===== config.mk =====
export PLATFORM = sky130hd
export DESIGN_NAME = pong_game_ctrl
export DESIGN_NICKNAME = d
export VERILOG_FILES = /design/src/rtl/pong_pkg.sv /design/src/rtl/game_tick_gen.sv /design/src/rtl/pong_game_ctrl.sv
export SDC_FILE = /design/constraint.sdc
export NUM_CORES = 1
export LEC_CHECK = 0
export ABC_AREA = 1
export ABC_CLOCK_PERIOD_IN_PS = 2800
export BUFFER_PORTS_ARGS = -buffer_cell sky130_fd_sc_hd__buf_2
export CAP_MARGIN = 15
export CORE_UTILIZATION = 45
export DETAILED_ROUTE_END_ITERATION = 10
export PLACE_DENSITY = 0.65
export REMOVE_ABC_BUFFERS = 1
export SLEW_MARGIN = 25
export SYNTH_ARGS = -nofsm -noshare
export SYNTH_HDL_FRONTEND = slang
export SYNTH_SLANG_ARGS = --single-unit

===== constraint.sdc =====
create_clock -name clock -period 2.8 [get_ports clock]
set_input_delay 0.56 -clock clock [delete_from_list [all_inputs] [get_ports clock]]
set_output_delay 0.56 -clock clock [all_outputs]
set_load 0.005 [all_outputs]

===== src/rtl/pong_pkg.sv =====
// Shared playfield geometry, FSM encoding and helpers for the Pong game controller.
package pong_pkg;

  localparam int unsigned LEFT     = 160;
  localparam int unsigned RIGHT    = 1120;
  localparam int unsigned TOP      = 128;
  localparam int unsigned BOTTOM   = 896;
  localparam int unsigned CENTRE_X = 640;
  localparam int unsigned CENTRE_Y = 512;

  typedef enum logic [2:0] {IDLE, SERVE, PLAY, POINT, OVER} game_state_t;
  typedef logic [10:0]        coord_t;
  typedef logic signed [11:0] scoord_t;

  // Score increment that holds at the 4-bit ceiling.
  function automatic logic [3:0] sat_inc(input logic [3:0] s);
    return (s == 4'd15) ? s : s + 4'd1;
  endfunction

endpackage


===== src/rtl/game_tick_gen.sv =====
// Free-running divider producing a one-clock game tick every TICK_PERIOD clocks.
module game_tick_gen #(
  parameter int unsigned TICK_PERIOD = 2097152
) (
  input  logic clock,
  input  logic reset_n,
  output logic o_tick
);

  localparam int unsigned CNT_W = (TICK_PERIOD > 1) ? $clog2(TICK_PERIOD) : 1;

  logic [CNT_W-1:0] r_cnt;
  logic             r_tick;
  logic             w_wrap;

  assign w_wrap = (r_cnt == CNT_W'(TICK_PERIOD - 1));

  // Tick is high during the cycle the counter sits at 0 after wrapping.
  always_ff @(posedge clock or negedge reset_n) begin
    if (!reset_n) begin
      r_cnt  <= '0;
      r_tick <= 1'b0;
    end else begin
      r_cnt  <= w_wrap ? '0 : r_cnt + CNT_W'(1);
      r_tick <= w_wrap;
    end
  end

  assign o_tick = r_tick;

endmodule


===== src/rtl/pong_game_ctrl.sv =====
// Pong game sequencer: ball motion, wall/paddle/goal events, scoring and
// the serve/play/point/game-over state machine.
module pong_game_ctrl
  import pong_pkg::*;
#(
  parameter int unsigned TICK_PERIOD = 2097152,
  parameter int unsigned SERVE_TICKS = 64,
  parameter int unsigned SPEED       = 4,
  parameter int unsigned BALL_R      = 15,
  parameter int unsigned PADDLE_W    = 25,
  parameter int unsigned PADDLE_H    = 125,
  parameter int unsigned P1X         = 225,
  parameter int unsigned P2X         = 1030,
  parameter int unsigned WIN_SCORE   = 7
) (
  input  logic        clock,
  input  logic        reset_n,
  input  logic        start,
  input  coord_t      P1y,
  input  coord_t      P2y,
  output coord_t      XDotPosition,
  output coord_t      YDotPosition,
  output logic [3:0]  score1,
  output logic [3:0]  score2,
  output logic        game_over,
  output logic [2:0]  state
);

  localparam int unsigned SC_W    = $clog2(SERVE_TICKS + 1);
  localparam scoord_t     R_S     = scoord_t'(BALL_R);
  localparam scoord_t     SPD_S   = scoord_t'(SPEED);
  localparam scoord_t     P1F_S   = scoord_t'(P1X + PADDLE_W);
  localparam scoord_t     P2F_S   = scoord_t'(P2X);
  localparam scoord_t     LEFT_S  = scoord_t'(LEFT);
  localparam scoord_t     RIGHT_S = scoord_t'(RIGHT);
  localparam scoord_t     TOP_S   = scoord_t'(TOP);
  localparam scoord_t     BOT_S   = scoord_t'(BOTTOM);

  game_state_t     r_state, w_state_nxt;
  coord_t          r_x, r_y, w_x_nxt, w_y_nxt;
  logic            r_dx_pos, r_dy_pos, w_dx_nxt, w_dy_nxt;
  logic [3:0]      r_s1, r_s2, w_s1_nxt, w_s2_nxt;
  logic [SC_W-1:0] r_sc, w_sc_nxt;
  logic            r_go;
  logic            w_tick;

  scoord_t     w_x, w_y, w_nx, w_ny;
  logic [11:0] w_yu, w_p1_top, w_p1_bot, w_p2_top, w_p2_bot;
  logic        w_in1, w_in2, w_hit1, w_hit2, w_goal_l, w_goal_r;

  game_tick_gen #(.TICK_PERIOD(TICK_PERIOD)) u_tick (
    .clock  (clock),
    .reset_n(reset_n),
    .o_tick (w_tick)
  );

  // Candidate next position and event detection for the current tick.
  assign w_x  = scoord_t'({1'b0, r_x});
  assign w_y  = scoord_t'({1'b0, r_y});
  assign w_nx = r_dx_pos ? w_x + SPD_S : w_x - SPD_S;
  assign w_ny = r_dy_pos ? w_y + SPD_S : w_y - SPD_S;

  // Paddle span checks run unsigned in 12 bits so P1y+PADDLE_H cannot wrap.
  assign w_yu     = {1'b0, r_y};
  assign w_p1_top = {1'b0, P1y};
  assign w_p1_bot = {1'b0, P1y} + 12'(PADDLE_H);
  assign w_p2_top = {1'b0, P2y};
  assign w_p2_bot = {1'b0, P2y} + 12'(PADDLE_H);
  assign w_in1    = (w_yu >= w_p1_top) && (w_yu <= w_p1_bot);
  assign w_in2    = (w_yu >= w_p2_top) && (w_yu <= w_p2_bot);

  assign w_hit1   = !r_dx_pos && (w_x - R_S > P1F_S) && (w_nx - R_S <= P1F_S) && w_in1;
  assign w_hit2   = r_dx_pos && (w_x + R_S < P2F_S) && (w_nx + R_S >= P2F_S) && w_in2;
  assign w_goal_l = !w_hit1 && !w_hit2 && (w_nx - R_S <= LEFT_S);
  assign w_goal_r = !w_hit1 && !w_hit2 && !w_goal_l && (w_nx + R_S >= RIGHT_S);

  always_ff @(posedge clock or negedge reset_n) begin
    if (!reset_n) begin
      r_state  <= IDLE;
      r_x      <= coord_t'(CENTRE_X);
      r_y      <= coord_t'(CENTRE_Y);
      r_dx_pos <= 1'b1;
      r_dy_pos <= 1'b1;
      r_s1     <= '0;
      r_s2     <= '0;
      r_sc     <= '0;
      r_go     <= 1'b0;
    end else begin
      r_state  <= w_state_nxt;
      r_x      <= w_x_nxt;
      r_y      <= w_y_nxt;
      r_dx_pos <= w_dx_nxt;
      r_dy_pos <= w_dy_nxt;
      r_s1     <= w_s1_nxt;
      r_s2     <= w_s2_nxt;
      r_sc     <= w_sc_nxt;
      r_go     <= (w_state_nxt == OVER);
    end
  end

  always_comb begin
    w_state_nxt = r_state;
    w_x_nxt     = r_x;
    w_y_nxt     = r_y;
    w_dx_nxt    = r_dx_pos;
    w_dy_nxt    = r_dy_pos;
    w_s1_nxt    = r_s1;
    w_s2_nxt    = r_s2;
    w_sc_nxt    = r_sc;
    case (r_state)
      IDLE: begin
        w_x_nxt = coord_t'(CENTRE_X);
        w_y_nxt = coord_t'(CENTRE_Y);
        if (start) begin
          w_state_nxt = SERVE;
          w_sc_nxt    = '0;
        end
      end
      SERVE: begin
        w_x_nxt = coord_t'(CENTRE_X);
        w_y_nxt = coord_t'(CENTRE_Y);
        if (w_tick) begin
          w_sc_nxt = r_sc + SC_W'(1);
          if (r_sc == SC_W'(SERVE_TICKS - 1)) w_state_nxt = PLAY;
        end
      end
      PLAY: begin
        if (w_tick) begin
          // Wall bounce and paddle/goal resolve independently on the same tick.
          w_y_nxt = w_ny[10:0];
          if (r_dy_pos && (w_ny + R_S >= BOT_S)) begin
            w_y_nxt  = coord_t'(BOTTOM - BALL_R);
            w_dy_nxt = 1'b0;
          end else if (!r_dy_pos && (w_ny - R_S <= TOP_S)) begin
            w_y_nxt  = coord_t'(TOP + BALL_R);
            w_dy_nxt = 1'b1;
          end
          w_x_nxt = w_nx[10:0];
          if (w_hit1) begin
            w_x_nxt  = coord_t'(P1X + PADDLE_W + BALL_R);
            w_dx_nxt = 1'b1;
          end else if (w_hit2) begin
            w_x_nxt  = coord_t'(P2X - BALL_R);
            w_dx_nxt = 1'b0;
          end else if (w_goal_l) begin
            w_s2_nxt    = sat_inc(r_s2);
            w_dx_nxt    = 1'b0;
            w_state_nxt = POINT;
          end else if (w_goal_r) begin
            w_s1_nxt    = sat_inc(r_s1);
            w_dx_nxt    = 1'b1;
            w_state_nxt = POINT;
          end
        end
      end
      POINT: begin
        w_x_nxt = coord_t'(CENTRE_X);
        w_y_nxt = coord_t'(CENTRE_Y);
        if ((r_s1 == 4'(WIN_SCORE)) || (r_s2 == 4'(WIN_SCORE))) begin
          w_state_nxt = OVER;
        end else begin
          w_state_nxt = SERVE;
          w_sc_nxt    = '0;
        end
      end
      OVER: begin
        w_x_nxt = coord_t'(CENTRE_X);
        w_y_nxt = coord_t'(CENTRE_Y);
        if (start) begin
          w_s1_nxt    = '0;
          w_s2_nxt    = '0;
          w_sc_nxt    = '0;
          w_state_nxt = SERVE;
        end
      end
      default: w_state_nxt = IDLE;
    endcase
  end

  assign XDotPosition = r_x;
  assign YDotPosition = r_y;
  assign score1       = r_s1;
  assign score2       = r_s2;
  assign game_over    = r_go;
  assign state        = r_state;

endmodule


==> flow_summary.yaml, run 1 <==
global_route:
  grt_pass1_wl_um: 32200
  grt_use_total: 0.247
  overflow: 0
  grt_pass1_vias: 6913
  antenna_found_initial: 0
  grt_max_degree: 36
detailed_routing:
  totalWireLength_um: 19400
  dr_total_vias: 7277
  drtIter0Drc: 417
  viasPerCell: 5.12
  wire_per_inst_um: 13.6
  route.detailed.drc: 0
  first_pass_iters: 5
  ant_nets: 0
timing:
  skew_ns: 0.0115
  fin_crit_ns: 3.01
  hold_violations: 0
  max_freq_mhz: 332
  slew_violations: 0
  post-route-period-util: 1.07
  grt_setup_unrepaired: "yes"
  slew_headroom: 0.501
  fin_ws_ns: -0.209
  worst_pin_slew_ns: 0.748
  holdWs_ns: 0.293
  setup_violations: 21
worst_setup_path:
  crit_fanout: 7
  cp.required_ns: 3.02
  end_kind: "register"
  crit_arrival_ns: 3.23
  critPathLaunchType: "register"
  worst-r2r-setup-slack_ns: -0.21
  worst-setup-path-type: "reg -> reg"
final_layout:
  area_growth_pct: 35.7
  layout.cells.non_filler: 1421
  drive_above_1_share: 0.316
  fillerInstances: 1335
  diodes: 0
  nets: 1330
  seq_area_um2: 1630
  multi_input_area_um2: 5370
clock_tree:
  clock_sinks: 65
  ctsHtreeMaxLevel: 3
  path_clk_slew_ns: 0.07
  cts_root_buf: "clkbuf_16"
  hold_buffers: 0
  cts_buffers: 9
  cts_buffer_depth: 2
  clock_latency_ns: 0.34
  cts_tree: "done"
run_status:
  outcome: "finished with violations"
  violations: "setup timing"
placed_design:
  dp_hpwl_um: 14600
  routabilityCongestion: 0.892
  placed_cells: 1384
  portBuffers: 58
die:
  start_util: 0.461
  die_height_um: 127
  core_area_um2: 15100
  die_area_um2: 16000
  die_w_um: 127
  ios: 59
  fp-row-count: 45
power:
  power.leakage_uw: 0.00506
  p_seq_frac: 0.383
  p_sw_uw: 797
  intPower_uw: 1900
  swShare: 0.296
  ir_drop_v: 0.000429
  power_frac_comb: 0.180
  power_density_nw_per_um2: 284
  clkPwrFrac: 0.437
synth:
  synth_simple_gate_area_frac: 0.389
  avgSynthCellArea_um2: 6.76
  synth_compound_area_frac: 0.0860
  muxShareOfSynthArea: 0
  synthTopCellsByArea: "dfrtp_1, nand2_1, ha_1"
  ys_ff_latch: 65
  synth_flop_cell: "dfrtp_1"
  synth-edff-count: 0
  ys_types: 45
  synth_commonest_cells: "nand2_1, inv_1, nand3_1"
  synthXorXnorAreaFrac: 0.0636
  synth_top_cell_by_area: "dfrtp_1"
  async_flop_share: 1.00
  ys_seq_area_frac: 0.234
  yosys.area.top_type_share: 0.215
  synth_top_family_by_area: "simple AND/OR/NAND/NOR gates"
  yosysMostFrequentCell: "nand2_1"
  syn_area_um2: 6980
  ys_warn_count: 0
  synthAdderAreaFrac: 0.140
  syn_inst: 1033
min_path:
  hold_path_class: "in -> async"
flow_run:
  cap_viol_max_count: 0
## per-stage QoR
stage	TNS [ns]	power (µW)	cell area (µm²)	utilization	setup WS, ns
5_1_grt	-7.43	2830	9480	0.626	-0.385
4_1_cts	-2.30	2680	9110	0.602	-0.165
3_5_place_dp	-10.70	1500	8310	0.549	-0.542
6_report	-3.17	2690	9480	0.626	-0.209
2_1_floorplan	-2.57	1320	6950	-	-0.196
3_3_place_gp	-9.54	1500	8310	0.549	-0.491
## kinds of logic (layout without fill, tap and decap cells)
| kind of cell | after synthesis | in the layout |
|---|---|---|
| compound gates | 111 | 111 |
| xor+xnor | 49 | 49 |
| fa+ha+maj | 77 | 77 |
| buf+inv | 160 | 360 |
| flops | 65 | 65 |
| simple gates | 571 | 571 |
## registers in the layout (all words and copies together), names as in the netlist, 3 cells and up
signal        flops
state             3
YDotPosition     11
score2            4
u_tick.r_cnt     21
XDotPosition     11
r_sc              7
score1            4
## placed cells by master (no fill, tap or decap), types with 3 or more instances in the layout
master,synthesis,routed
nand4_1,25,25
o22ai_1,8,7
nor2_1,95,79
inv_2,5,12
buf_12,0,3
o21ai_0,38,30
nand3_2,7,25
buf_4,1,119
nand3_4,2,4
dfstp_2,5,5
xnor2_1,8,7
ha_4,0,14
inv_1,151,139
xor2_1,39,36
o21ai_2,1,4
nand2_1,258,232
o21ai_1,4,9
buf_2,1,58
xor2_2,2,5
inv_6,0,4
clkbuf_16,0,9
nand3b_1,3,3
nand2_2,19,37
a21oi_2,2,9
nor2_2,5,14
nor3_1,28,21
nand3_1,99,79
nor3_2,5,11
nor2_4,4,11
nand2_4,10,18
a21oi_1,48,39
dfrtp_1,60,60
clkinvlp_4,0,3
ha_1,75,61
nor3b_1,4,4
buf_6,1,7
## worst max-delay path, stage by stage, from the launching register on
cell and delay [ns]:
dfstp_2 0.55, clkinvlp_4 0.11, buf_12 0.16, ha_4 0.29, buf_4 0.10, ha_1 0.20, nand2_1 0.11, xor2_2 0.20
nor3_2 0.14, nand2_1 0.08, nor2_1 0.12, nand2_1 0.08, nand3_2 0.08, nand2_2 0.09, nand2_4 0.14, nand3_2 0.12
nand2_4 0.10, nand3_4 0.07, nand2_1 0.08, nand2_1 0.05
## area by class of cell
type,count,share of cell area
inverters,156,0.0636
clock buffers,10,0.0252
flip-flops and latches,65,0.172
multi-input cells,808,0.566
well taps,188,0.0248
repair buffers,188,0.140
clock inverters,6,0.00766
## power groups by stage
stage	clock, µW	sequential [µW]	combinational (µW)
after floorplan	0	1040	286
after global placement	0	1050	451
after detailed placement	0	1050	458
after CTS	1180	1030	462
after global routing	1230	1040	562
final	1180	1030	485
## final timing paths
check	start	to	cells after the start
setup / recovery	r_dx_pos	score1[2]	19
hold / removal	reset_n	XDotPosition[1]	1
setup reg to reg	r_dx_pos	score1[2]	19
hold reg to reg	u_tick.r_cnt[0]	u_tick.r_cnt[0]	1
max in group asynchronous	reset_n	r_dy_pos	2
min in group clock	u_tick.r_cnt[0]	u_tick.r_cnt[0]	1
## timing repair
item | 4_1_cts | 5_1_grt
setup buffers | 12 | 8
endpoints found under the setup margin | 27 | 33
pin swaps | 33 | 39
resized for setup | 80 | 78
## routing by layer
layer	global-route usage	part of all wire	vias up
li1	-	-	3758
met1	0.340	0.48	3361
met3	0.0333	0.038	23
met4	0.0680	0.014	0
met2	0.408	0.46	135
met5	0	0	-
(Power assumes the default switching activity.)
==> inputs of run 2 (changes only) <==
REMOVE_ABC_BUFFERS = unset   (was 1)
==> flow_summary.yaml, run 2 (same netlist as run 1, synthesis figures left out) <==
final_layout:
  fillerInstances: 1330
  nets: 1331
  diodes: 0
  design_area_um2: 9640
  multi_input_area_um2: 5460
  largest_reg_flops: 21
  seq_area_um2: 1630
  final_common_cell: "nand2_1"
  utilization: 0.637
  area_growth_pct: 38.1
  drive_above_1_share: 0.327
  final_cell_mix: "nand2_1, inv_1, buf_4"
  regMostFlops: "u_tick.r_cnt"
global_route:
  grt_max_degree: 34
  overflow: 0
  grt_pass1_vias: 6723
  grt_use_total: 0.242
  grt_pass1_wl_um: 31500
  antenna_found_initial: 0
timing:
  grt_setup_unrepaired: "yes"
  skew_ns: 0.00773
  max_freq_mhz: 329
  slew_headroom: 0.618
  hold_violations: 0
  post-route-period-util: 1.08
  fin_ws_ns: -0.236
  worst_pin_slew_ns: 0.571
  holdWs_ns: 0.257
  setup_violations: 29
  fin_crit_ns: 3.04
  slew_violations: 0
clock_tree:
  cts_buffer_depth: 2
  cts_buffers: 9
  ctsHtreeMaxLevel: 3
  cts_root_buf: "clkbuf_16"
  clock_latency_ns: 0.33
  path_clk_slew_ns: 0.06
  cts_tree: "done"
  clock_sinks: 65
worst_setup_path:
  crit_fanout: 7
  cp-startpoint: "r_dx_pos"
  end_kind: "register"
  critPathLaunchType: "register"
  timing.rr.end: "score1[1]"
  r2r_start: "r_dx_pos"
  worst_r2r_path_depth: 20
  cp.required_ns: 3.02
  cp-endpoint: "score1[1]"
  worst-r2r-setup-slack_ns: -0.24
  crit_arrival_ns: 3.25
  worst-setup-path-type: "reg -> reg"
die:
  fp-row-count: 45
  die_w_um: 127
  die_height_um: 127
  core_area_um2: 15100
  ios: 59
  die_area_um2: 16000
  start_util: 0.461
min_path:
  hold_path_class: "in -> async"
placed_design:
  dpl-instance-area_um2: 8360
  routabilityCongestion: 0.904
  portBuffers: 58
  dp_hpwl_um: 14400
run_status:
  violations: "setup timing"
  outcome: "finished with violations"
detailed_routing:
  route.detailed.drc: 0
  ant_nets: 0
  dr_total_vias: 7299
  wire_per_inst_um: 13.8
  viasPerCell: 5.13
  totalWireLength_um: 19600
  drtIter0Drc: 419
  first_pass_iters: 5
synth:
  synth_nets: 1135
flow_run:
  cap_viol_max_count: 0
power:
  ir_drop_v: 0.000309
  power_uw: 2910
  power_density_nw_per_um2: 302
  power.leakage_uw: 0.00503
==> run 2: routing by layer <==
metal / track usage / wire [µm] / vias up / share of wire
met5: 0 / 0 / - / 0
met4: 0.0638 / 310 / 0 / 0.016
met2: 0.398 / 9110 / 159 / 0.46
met1: 0.340 / 9520 / 3346 / 0.48
met3: 0.0232 / 698 / 28 / 0.036
li1: - / - / 3766 / -
==> run 2: area by class of cell <==
type                       instances  area share
timing repair buffer             189       0.139
clock inverter                     7      0.0148
multi-input combinational        808       0.567
clock buffer                       9      0.0234
tap                              188      0.0244
inverter                         156      0.0623
sequential                        65       0.169
==> run 2: how the worst min path moves through the flow <==
stage | from | to | slack (ns) | depth (start not counted)
floorplan | reset_n | XDotPosition[0] | 0.26 | 0
global placement | u_tick.r_cnt[0] | u_tick.r_cnt[0] | 0.45 | 1
detailed placement | u_tick.r_cnt[0] | u_tick.r_cnt[0] | 0.45 | 1
CTS | reset_n | score1[1] | 0.27 | 2
global route | reset_n | score1[1] | 0.30 | 2
finish | reset_n | score1[1] | 0.26 | 2
==> run 2: critical path, cell delays in order, from the launching register on <==
cell and delay [ns]:
dfstp_2 0.56, clkinvlp_4 0.12, buf_12 0.16, fa_2 0.39, nand2_4 0.12, nand2_4 0.08, nand3b_4 0.10, nand2_2 0.06
nand2_2 0.07, nand2_4 0.08, nor2_4 0.12, nand2_2 0.08, nor2_4 0.10, xor2_2 0.19, nand2_2 0.12, nand2_4 0.15
nand3_4 0.09, nand2_4 0.10, nand3_4 0.08, nand2_2 0.09, nand2_2 0.05
==> run 2: power by group <==
part,switching [µW],internal [µW]
Combinational,310,182
Sequential,41.6,992
Clock,426,961
Total,778,2130
==> run 2: through the flow <==
stage	setup slack [ns]	TNS, ns	instances
2_1_floorplan	-0.0362	-0.0762	1033
3_3_place_gp	-0.373	-6.16	1386
3_5_place_dp	-0.435	-7.07	1386
4_1_cts	-0.169	-2.40	1410
5_1_grt	-0.401	-8.90	1422
6_report	-0.236	-4.20	1422
==> run 2: timing repair <==
action / CTS / global route
pin swaps: 21 / 29
buffers inserted: 8 / 12
gates resized for setup: 51 / 125
endpoints found under the setup margin: 25 / 33
hold buffers: 0 / 0
